### config.mk
export PLATFORM = sky130hd
export DESIGN_NAME = eight_bit_sync_counter
export DESIGN_NICKNAME = d
export VERILOG_FILES = /design/src/rtl/eight_bit_sync_counter.sv
export SDC_FILE = /design/constraint.sdc
export NUM_CORES = 1
export LEC_CHECK = 0
export CAP_MARGIN = 20
export CORE_AREA = 2 2 39 41
export CTS_BUF_LIST = sky130_fd_sc_hd__clkbuf_8
export CTS_CLUSTER_DIAMETER = 50
export DETAILED_ROUTE_END_ITERATION = 6
export DIE_AREA = 0 0 41 43
export GPL_TIMING_DRIVEN = 1
export PLACE_DENSITY = 0.55
export SYNTH_ARGS = -nofsm -noshare
export SYNTH_HDL_FRONTEND = slang
export SYNTH_SLANG_ARGS = --single-unit
### constraint.sdc
create_clock -name clk -period 3.49 [get_ports clk]
set_input_delay 0.8725 -clock clk [delete_from_list [all_inputs] [get_ports clk]]
set_output_delay 0.8725 -clock clk [all_outputs]
set_load 0.02 [all_outputs]
### src/rtl/eight_bit_sync_counter.sv
// eight_bit_sync_counter
// Free-running synchronous binary up-counter built as a chain of toggle stages.
// Bit i toggles when cnt_en and all lower count bits are 1, so every bit
// updates on the same clock edge. The result is equivalent to +1 arithmetic.
// carry flags the terminal count (all ones) while enabled, for cascading:
// wider counters chain carry into the next stage's cnt_en.
// rstn is a synchronous, active-high clear despite its name.

module eight_bit_sync_counter #(
    parameter int unsigned WIDTH = 8
) (
    input  logic             clk,
    input  logic             rstn,
    input  logic             cnt_en,
    output logic [WIDTH-1:0] count,
    output logic             carry
);

    logic [WIDTH-1:0] count_q;
    logic [WIDTH-1:0] count_d;
    logic [WIDTH-1:0] toggle;

    // Toggle chain: each stage toggles when enable and all lower bits are set.
    always_comb begin
        logic run;
        toggle  = '0;
        count_d = count_q;
        run     = cnt_en;
        for (int unsigned i = 0; i < WIDTH; i++) begin
            toggle[i]  = run;
            count_d[i] = count_q[i] ^ run;
            run        = run & count_q[i];
        end
    end

    // Count register: synchronous clear has priority over counting.
    always_ff @(posedge clk) begin
        if (rstn) begin
            count_q <= '0;
        end else begin
            count_q <= count_d;
        end
    end

    assign count = count_q;

    // Terminal-count carry is combinational and deliberately not gated by reset.
    assign carry = toggle[WIDTH-1] & count_q[WIDTH-1];

endmodule

==> results of run 1 <==
worst max-delay path: cells and delay by family:
family,cells,cell delay [ns]
adder cells (fa/ha/maj),8,1.29
buffers and inverters,2,0.35
area by class of cell:
class	instances	area (sq um)	share of cell area [%]
flip-flops and latches	8	160.2	30.12
repair buffers	11	110.1	20.71
well taps	16	20.02	3.765
clock buffers	3	41.29	7.765
multi-input cells	16	200.2	37.65
where the power goes:
part	switching [W]	internal, W
sequential	0.00000207	0.0000944
combinational	0.00000766	0.00000913
clock	0.0000312	0.0000742
placed cells by master (no fill, tap or decap), drive strengths merged:
cell type      n
clkdlybuf4s50  9
dlygate4sd2    1
buf            1
dfxtp          8
nor2b          8
clkbuf         3
ha             8
logic make-up after synthesis:
family        after synthesis  synth area share [%]
flops                       8                 51.61
simple gates                8                 16.13
fa+ha+maj                   8                 32.26
timing repair:
action,in CTS,in global routing
resized for setup,18,0
hold buffers,0,0
endpoints found under the setup margin,1,0
endpoints found under the hold margin,0,0
final timing paths:
kind / depth (start not counted) / endpoint / start / slack [ns]
worst max register to register: 9 / count[7] / count[0] / 1.55
worst min-delay path: 2 / count[6] / count[6] / 0.61
worst min register to register: 2 / count[6] / count[6] / 0.61
worst max-delay path: 10 / carry / cnt_en / 0.10
per-stage QoR:
step                area, sq um  util [%]
floorplan                 310.3         -
global placement          440.4     31.83
detailed placement        440.4     31.83
CTS                       531.8     38.43
global route              531.8     38.43
finish                    531.8     38.43
layer usage:
metal / global-route usage (%) / vias up / part of all wire (%)
met4: 6.000 / 0 / 0
li1: - / 108 / -
met5: 0 / - / 0
met3: 1.571 / 0 / 8.5
met2: 13.44 / 12 / 49
met1: 8.738 / 90 / 43
==> flow_metrics.py, run 1 <==
metrics = {
    "final_layout": {
        "area_growth_pct": 71.37,
        "n_fill_cell": 138,
        "largest_reg_flops": 8,
        "final_layout_size_suffix_gt1_share_pct": 31.58,
        "final_cells": 54,
        "final_nets": 51,
        "n_antenna_cell": 0,
    },
    "logic_synthesis": {
        "yosys-top-cells-area": "dfxtp_1, ha_1, nor2b_1",
        "synth_fp_nets": 35,
        "syn_area_sq_um": 310.3,
        "syn_area_per_cell_sq_um": 12.93,
        "synthFlopType": "dfxtp_1",
        "yosysTopAreaCell": "dfxtp_1",
        "synth_top_area_share_pct": 51.61,
        "async_flop_share_pct": 0,
        "synth.distinct_cells": 3,
        "synth_edf_count": 0,
        "syn_inst": 24,
        "ys_warn_count": 0,
        "netlist_top_cells_count": "dfxtp_1, ha_1, nor2b_1",
        "ys_seq_area_share_pct": 51.61,
        "ys_ff_latch": 8,
    },
    "worst_setup_path": {
        "crit_type": "input port to output pin",
        "worstPathCellList": "dlygate4sd2_1 -> ha_2 -> ha_4 -> ha_4 -> ha_4 -> ha_2 -> ha_2 -> ha_2 -> ha_2 -> buf_6",
        "slowest_stage": "dlygate4sd2_1",
        "crit_fanout": 1,
        "cpPeakStageDelay_ns": 0.23,
        "worstSetupEndpointType": "output pin",
        "crit_arrival_ns": 2.52,
        "crit_top_cell": "ha_2",
        "cp-start-kind": "input port",
        "critical_path_required_ns": 2.62,
    },
    "sta": {
        "timing.final.crit_share_pct": 97.11,
        "fmax_mhz": 295.1,
        "setup_viol": 0,
        "fin_ws_ns": 0.1010,
        "hold_violations": 0,
        "layout_min_cycle_time_ns": 3.389,
        "finalSetupTns_ns": 0,
        "skew_ns": 0.001746,
        "tightestPinTransition_ns": 0.2738,
        "whs_ns": 0.6136,
        "drv_slew": 0,
        "rsz0062_at_grt": "no",
        "max_slew_margin_pct": 81.69,
    },
    "route": {
        "via_per_inst": 3.889,
        "dr.pass1.iters": 1,
        "postRouteAntennaNets": 0,
        "vias": 210,
        "wl_per_cell_microns": 10.19,
        "wl_microns": 550,
        "drt_iter0_drc": 0,
        "drc": 0,
    },
    "clocking": {
        "numCtsBuffers": 3,
        "cts_setup_buffers": 0,
        "h-tree-depth": 1,
        "tritoncts": "built",
        "clkTransAtPathRegs_ns": 0.04,
        "clock-sinks": 8,
        "clockRootBuffer": "clkbuf_8",
        "worstSkewPairLatency_ns": 0.22,
        "cts.path.max_buffers": 2,
    },
    "power_and_ir_drop": {
        "p_leak_nw": 0.2127,
        "power.density_nw_per_um2": 411.2,
        "ir_drop_uv": 226.0,
        "total_power_w": 0.0002187,
    },
    "global_routing": {
        "grt_pass1_wl_microns": 931,
        "antenna_found_initial": 0,
        "grt_usage_pct": 8.249,
        "grt_start_max_net_pins": 9,
        "overflow": 0,
        "grt_pass1_vias": 233,
    },
    "place": {
        "gp_congestion": 0.5698,
        "placedCellCount": 51,
        "io_buffers": 11,
        "post-place-ws_ns": -0.6328,
    },
    "floorplanning": {
        "fp.dieArea_sq_um": 1763,
        "pin_count": 12,
        "rows": 14,
        "fp.dieW_microns": 41,
        "dieHeight_microns": 43,
        "coreArea_sq_um": 1384,
        "start_util_pct": 22.42,
    },
    "run": {
        "maxCapViolations": 0,
    },
    "hold_path": {
        "hold_path_class": "flip-flop to flip-flop",
    },
    "run_status": {
        "status": "finished clean",
    },
}
Note: power is estimated with default switching activity, not from simulation.
==> run 2, diff against run 1 <==
- TNS_END_PERCENT: not set -> 5
==> results of run 2 <==
Final layout, timing and power as in run 1 (identical DEF).
==> run 3, diff against run 2 <==
- GPL_ROUTABILITY_DRIVEN: not set -> 0
- REMOVE_ABC_BUFFERS: not set -> 1
==> results of run 3 <==
Final layout, timing and power as in run 1 (identical DEF).
